===== config.mk =====
export PLATFORM = sky130hd
export DESIGN_NAME = fifo_rr_drain
export DESIGN_NICKNAME = d
export VERILOG_FILES = /design/src/rtl/fifo_rr_drain.sv
export SDC_FILE = /design/constraint.sdc
export NUM_CORES = 1
export LEC_CHECK = 0
export BUFFER_PORTS_ARGS = -buffer_cell sky130_fd_sc_hd__buf_4
export CAP_MARGIN = 20
export CORE_UTILIZATION = 51
export CTS_BUF_LIST = sky130_fd_sc_hd__clkbuf_4 sky130_fd_sc_hd__clkbuf_8
export CTS_CLUSTER_SIZE = 40
export DETAILED_ROUTE_END_ITERATION = 10
export MAX_ROUTING_LAYER = met4
export PLACE_DENSITY_LB_ADDON = 0.12
export SETUP_SLACK_MARGIN = 0.3
export SYNTH_ARGS = -nofsm -noshare
export SYNTH_HDL_FRONTEND = slang
export SYNTH_SLANG_ARGS = --single-unit

===== constraint.sdc =====
create_clock -name clk_i -period 6.5 [get_ports clk_i]
set_input_delay 0.65 -clock clk_i [delete_from_list [all_inputs] [get_ports clk_i]]
set_output_delay 0.65 -clock clk_i [all_outputs]
set_load 0.02 [all_outputs]

===== src/rtl/fifo_rr_drain.sv =====
// Round-robin drain of N_CH non-showahead FIFOs into one valid/ready stream.
// A 2-entry output buffer absorbs the one-cycle FIFO read latency.
module fifo_rr_drain #(
  parameter int N_CH   = 4,
  parameter int DWIDTH = 8,
  parameter int BURST  = 4
) (
  input  logic                     clk_i,
  input  logic                     srst_i,
  input  logic [N_CH-1:0]          ch_empty_i,
  input  logic [N_CH*DWIDTH-1:0]   ch_q_i,
  output logic [N_CH-1:0]          ch_rd_req_o,
  output logic [DWIDTH-1:0]        data_o,
  output logic [$clog2(N_CH)-1:0]  chan_o,
  output logic                     valid_o,
  input  logic                     ready_i,
  output logic                     busy_o
);

  localparam int CW = $clog2(N_CH);
  localparam int BW = $clog2(BURST + 1);

  typedef enum logic {IDLE, GRANT} state_t;

  state_t              r_state, w_state_nxt;
  logic [CW-1:0]       r_last, w_last_nxt;
  logic [CW-1:0]       r_cur, w_cur_nxt;
  logic [CW-1:0]       r_pend_ch;
  logic [BW-1:0]       r_cnt, w_cnt_nxt, w_cnt_inc;
  logic                r_pend;
  logic [1:0]          r_occ;
  logic [DWIDTH-1:0]   r_bd [2];
  logic [CW-1:0]       r_bc [2];

  logic                w_pop, w_issue_ok, w_issue, w_any;
  logic [CW-1:0]       w_pick;
  logic [DWIDTH-1:0]   w_cap_d;
  int unsigned         w_idx;

  assign w_pop      = (r_occ != 2'd0) && ready_i;
  // Counts the word in flight so a capture always finds a free slot.
  assign w_issue_ok = (({1'b0, r_occ} + {2'b00, r_pend}) - {2'b00, w_pop}) < 3'd2;
  assign w_issue    = (r_state == GRANT) && w_issue_ok && !ch_empty_i[r_cur];
  assign w_cnt_inc  = r_cnt + 1'b1;
  assign w_cap_d    = ch_q_i[int'(r_pend_ch)*DWIDTH +: DWIDTH];

  always_comb begin
    w_any  = 1'b0;
    w_pick = '0;
    w_idx  = 0;
    for (int unsigned i = 1; i <= N_CH; i++) begin
      w_idx = (int'(r_last) + i) % N_CH;
      if (!w_any && !ch_empty_i[w_idx]) begin
        w_any  = 1'b1;
        w_pick = CW'(w_idx);
      end
    end
  end

  always_ff @(posedge clk_i or posedge srst_i) begin
    if (srst_i) begin
      r_state   <= IDLE;
      r_last    <= CW'(N_CH - 1);
      r_cur     <= '0;
      r_cnt     <= '0;
      r_pend    <= 1'b0;
      r_pend_ch <= '0;
      r_occ     <= 2'd0;
      r_bd[0]   <= '0;
      r_bd[1]   <= '0;
      r_bc[0]   <= '0;
      r_bc[1]   <= '0;
    end else begin
      r_state <= w_state_nxt;
      r_last  <= w_last_nxt;
      r_cur   <= w_cur_nxt;
      r_cnt   <= w_cnt_nxt;
      r_pend  <= w_issue;
      if (w_issue) r_pend_ch <= r_cur;
      case ({r_pend, w_pop})
        2'b10: begin
          r_bd[r_occ[0]] <= w_cap_d;
          r_bc[r_occ[0]] <= r_pend_ch;
          r_occ          <= r_occ + 2'd1;
        end
        2'b01: begin
          r_bd[0] <= r_bd[1];
          r_bc[0] <= r_bc[1];
          r_occ   <= r_occ - 2'd1;
        end
        2'b11: begin
          if (r_occ == 2'd1) begin
            r_bd[0] <= w_cap_d;
            r_bc[0] <= r_pend_ch;
          end else begin
            r_bd[0] <= r_bd[1];
            r_bc[0] <= r_bc[1];
            r_bd[1] <= w_cap_d;
            r_bc[1] <= r_pend_ch;
          end
        end
        default: ;
      endcase
    end
  end

  always_comb begin
    w_state_nxt = r_state;
    w_last_nxt  = r_last;
    w_cur_nxt   = r_cur;
    w_cnt_nxt   = r_cnt;
    case (r_state)
      IDLE: begin
        if (w_any) begin
          w_cur_nxt   = w_pick;
          w_cnt_nxt   = '0;
          w_state_nxt = GRANT;
        end
      end
      GRANT: begin
        if (w_issue) begin
          w_cnt_nxt = w_cnt_inc;
          if (w_cnt_inc == BW'(BURST)) begin
            w_state_nxt = IDLE;
            w_last_nxt  = r_cur;
          end
        end else if (w_issue_ok && ch_empty_i[r_cur]) begin
          w_state_nxt = IDLE;
          w_last_nxt  = r_cur;
        end
      end
      default: w_state_nxt = IDLE;
    endcase
  end

  always_comb begin
    ch_rd_req_o = '0;
    if (w_issue) ch_rd_req_o[r_cur] = 1'b1;
    valid_o = (r_occ != 2'd0);
    data_o  = r_bd[0];
    chan_o  = r_bc[0];
    busy_o  = (r_state == GRANT) || r_pend || (r_occ != 2'd0);
  end

  a_no_overflow: assert property (@(posedge clk_i) disable iff (srst_i)
    !(r_pend && !w_pop && (r_occ == 2'd2)));
  a_no_empty_read: assert property (@(posedge clk_i) disable iff (srst_i)
    ((ch_rd_req_o & ch_empty_i) == '0));
  a_onehot_req: assert property (@(posedge clk_i) disable iff (srst_i)
    $onehot0(ch_rd_req_o));

endmodule


==> metrics <==
Leak=approximately 0.0010 uW; worst reg2reg setup slack=about 3.6 ns; Iter 0 DRT Violations=60; antenna violations before repair=0; async set or reset register ratio after synthesis=100%; largest net degree at the start of global routing=34; net count after synthesis=210; Yosys top cell area share=40.7%; area share of fa/ha/maj cells after synthesis=around 3.7%; clk_lat worst skew=0.28 ns; r2r endpoint=r_pend_ch[0]; Finished Cell Area=2360 um2; Starting Density=54.9%; CTS Sinks=33; critical path class=reg2out; crit-path max cell delay=just over 0.4 ns; sequential element share of the synthesized area=43.5%; first-pass GRT wire length=6.96 mm; Synth Area in Compound Gates=12.0%; Chip Width=~63 um; status=complete, no violations; RSZ-0062 raised after global routing=false; final slew viol count=0; post-CTS setup buffer count=0; synth cell count leaders=dfrtp_1 (31), nor2_1 (15), a21oi_1 (11), mux2_2 (11), buf_4 (10); Max Cap Viol=0; Final TNS setup=0 ns; fmax=between 0.2 and 0.3 GHz; DRT Pass-1 Iters=4; simple logic cell fraction of the synthesized area=between 10% and 20%; RD Place Congestion=slightly above 0.8; Slew headroom=between 30% and 40%; DRT antenna net count=0; diode count=0; Critical Path RT=between 5 and 6 ns; Tcrit/Tclk final=between 50% and 60%; Max Buffers Root-to-Sink=2; Reg area=approximately 830 um2; post-DP HPWL=3.04 mm; mux contribution to synthesized area=~22%; final wirelength=4.11 mm; Worst R2R Start=r_occ[0]; Synth Flop Type=dfrtp_1; Period minus WS final=between 3 and 4 ns; Via density=5.67; Final setup violation count=0; HP Class=in2async; Hold Violations, Final=0; vias in the first global route=between 1,000 and 1,500; post-placement cell area=between 2000 and 2500 um2; CTS resizes=0; # IOs=55; slowest library cell on the worst path=dfrtp_1; DR WL/cell=15.8 um; most common cell in the netlist=dfrtp_1; CP max FO=6; EDFF count, synth=0; Yosys cell types=38; Crit path arrival time=between 2 and 3 ns; Avg Inst Size Synth=roughly 11 um2; Yosys warnings=0; GRT Resource Usage Total=23.8%; CTS tree=yes; DR vias=about 1,500; clk_skew=a little over 0.005 ns; Multi-input gate area=~930 um2; Synth Register Bits=33; H-tree depth=2; Crit. End Element=output pin; clock slew at reported path FFs=~0.070 ns; Clock Tree Root=clkbuf_8; Post-Synth XOR/XNOR Area=between 1 and 1.5%; # fillers=280; DIE AREA=3980 um2; Pwr Density=approximately 480 nW/um2; Synth Instances=roughly 170; largest family of logic cells by synthesized area=multiplexers; # hold bufs at CTS=0; Synth Cell Area=around 1900 um2; dominant cell type by area after synthesis=dfrtp_1; die height=about 63 um; core area=~3500 um2; Final #Nets=257; Site Rows=21; Residual DRC=0; CTS buffer count=5; gr ovfl total=0; Area growth, synth to finish=23.9%; crit start category=flip-flop; ranking of synthesized cells by area=dfrtp_1 (41%), mux4_2 (11%), mux2_2 (6.5%), buf_4 (3.9%), a22oi_1 (3.5%); worst reg2reg path depth=10; Final Util=about two thirds; Worst VDD drop=roughly 0.26 mV; worst slew pin tran=between 0.8 and 0.9 ns; share of cells above drive strength 1=a little over two fifths; crit-path cells=inv_1 -> ha_1 -> nand2b_1 -> nor2_1 -> o21ai_0 -> fa_1 -> xnor2_1 -> nand3_1 -> nor4b_1 -> buf_4; IO buf count=between 50 and 60
==> worst max-delay path by stage <==
stage / cells after the start / end / from / slack, ns
2_1_floorplan: 10 / ch_rd_req_o[1] / r_occ[1] / 3.04
3_5_place_dp: 9 / ch_rd_req_o[1] / ready_i / 3.12
4_1_cts: 10 / ch_rd_req_o[1] / r_occ[0] / 2.86
5_1_grt: 10 / ch_rd_req_o[1] / r_occ[1] / 2.54
3_3_place_gp: 9 / ch_rd_req_o[1] / ready_i / 3.17
6_report: 10 / ch_rd_req_o[1] / r_occ[0] / 2.87
==> sequential cells by signal, indices dropped and copies added (netlist names) <==
name       flops
r_bd           8
r_last         2
r_cur          2
r_pend         1
r_occ          2
r_pend_ch      2
r_state        1
r_bc           2
chan_o         2
data_o         8
r_cnt          3
==> final cells by class <==
cell class / instances / area share [%]
Clock inverter: 2 / 0.424
Tap cell: 46 / 2.44
Inverter: 9 / 1.43
Multi-Input combinational cell: 108 / 39.6
Clock buffer: 6 / 3.23
Sequential cell: 33 / 35.1
Timing Repair Buffer: 56 / 17.8
==> placed cells by master (no fill, tap or decap), types with 2 or more instances in the layout <==
master / Yosys / final
inv_1: 9 / 9
mux2i_1: 4 / 4
dfrtp_1: 31 / 31
nor3_1: 2 / 2
mux2_1: 4 / 4
nand4_1: 2 / 2
clkbuf_8: 0 / 5
mux2_2: 11 / 11
ha_1: 4 / 4
dfstp_2: 2 / 2
nor2b_1: 2 / 2
o21ai_0: 3 / 3
a21oi_1: 11 / 11
xnor2_1: 3 / 3
buf_4: 10 / 56
clkinv_2: 0 / 2
nand2b_1: 2 / 2
nand2_1: 6 / 6
a22oi_1: 9 / 9
or3_1: 2 / 2
mux4_2: 9 / 9
nor2_1: 15 / 15
nand3_1: 3 / 3
o211ai_1: 3 / 3
==> kinds of logic (layout without fill, tap and decap cells) <==
| group | after synthesis | in the layout |
|---|---|---|
| multiplexers | 28 | 28 |
| adder cells (fa/ha/maj) | 5 | 5 |
| flip-flops | 33 | 33 |
| AO/OA/AOI/OAI | 33 | 33 |
| XOR/XNOR | 3 | 3 |
| AND/OR/NAND/NOR | 39 | 39 |
| buffers and inverters | 25 | 73 |
==> worst max-delay path: cells and delay by family (launching register included) <==
family,cells,cell delay [ns]
AO/OA/AOI/OAI,1,0.14
buffers and inverters,2,0.28
AND/OR/NAND/NOR,4,1.05
flip-flops,1,0.41
XOR/XNOR,1,0.19
adder cells (fa/ha/maj),2,0.62
==> routing by layer <==
metal	track usage, %	part of all wire, %
met2	39.0	54
met3	5.43	3.5
met5	-	0
met4	6.10	1.2
met1	29.8	41
==> report_power, final <==
group,internal [uW],switching (uW),leakage [uW],total [uW]
Combinational,282,281,0.000606,563
Clock,78.3,73.1,0.0000484,151
Sequential,311,104,0.000393,415
Total,672,458,0.00105,1130
==> per-stage QoR <==
| stage | hold WS, ns | setup slack [ns] | power, uW | cells |
|---|---|---|---|---|
| floorplan | 0.455 | 3.04 | 856 | 166 |
| global placement | 0.472 | 3.17 | 951 | 252 |
| detailed placement | 0.492 | 3.12 | 983 | 252 |
| CTS | 0.470 | 2.86 | 1140 | 260 |
| global route | 0.496 | 2.54 | 1220 | 260 |
| finish | 0.450 | 2.87 | 1130 | 260 |
(Power assumes the default switching activity.)
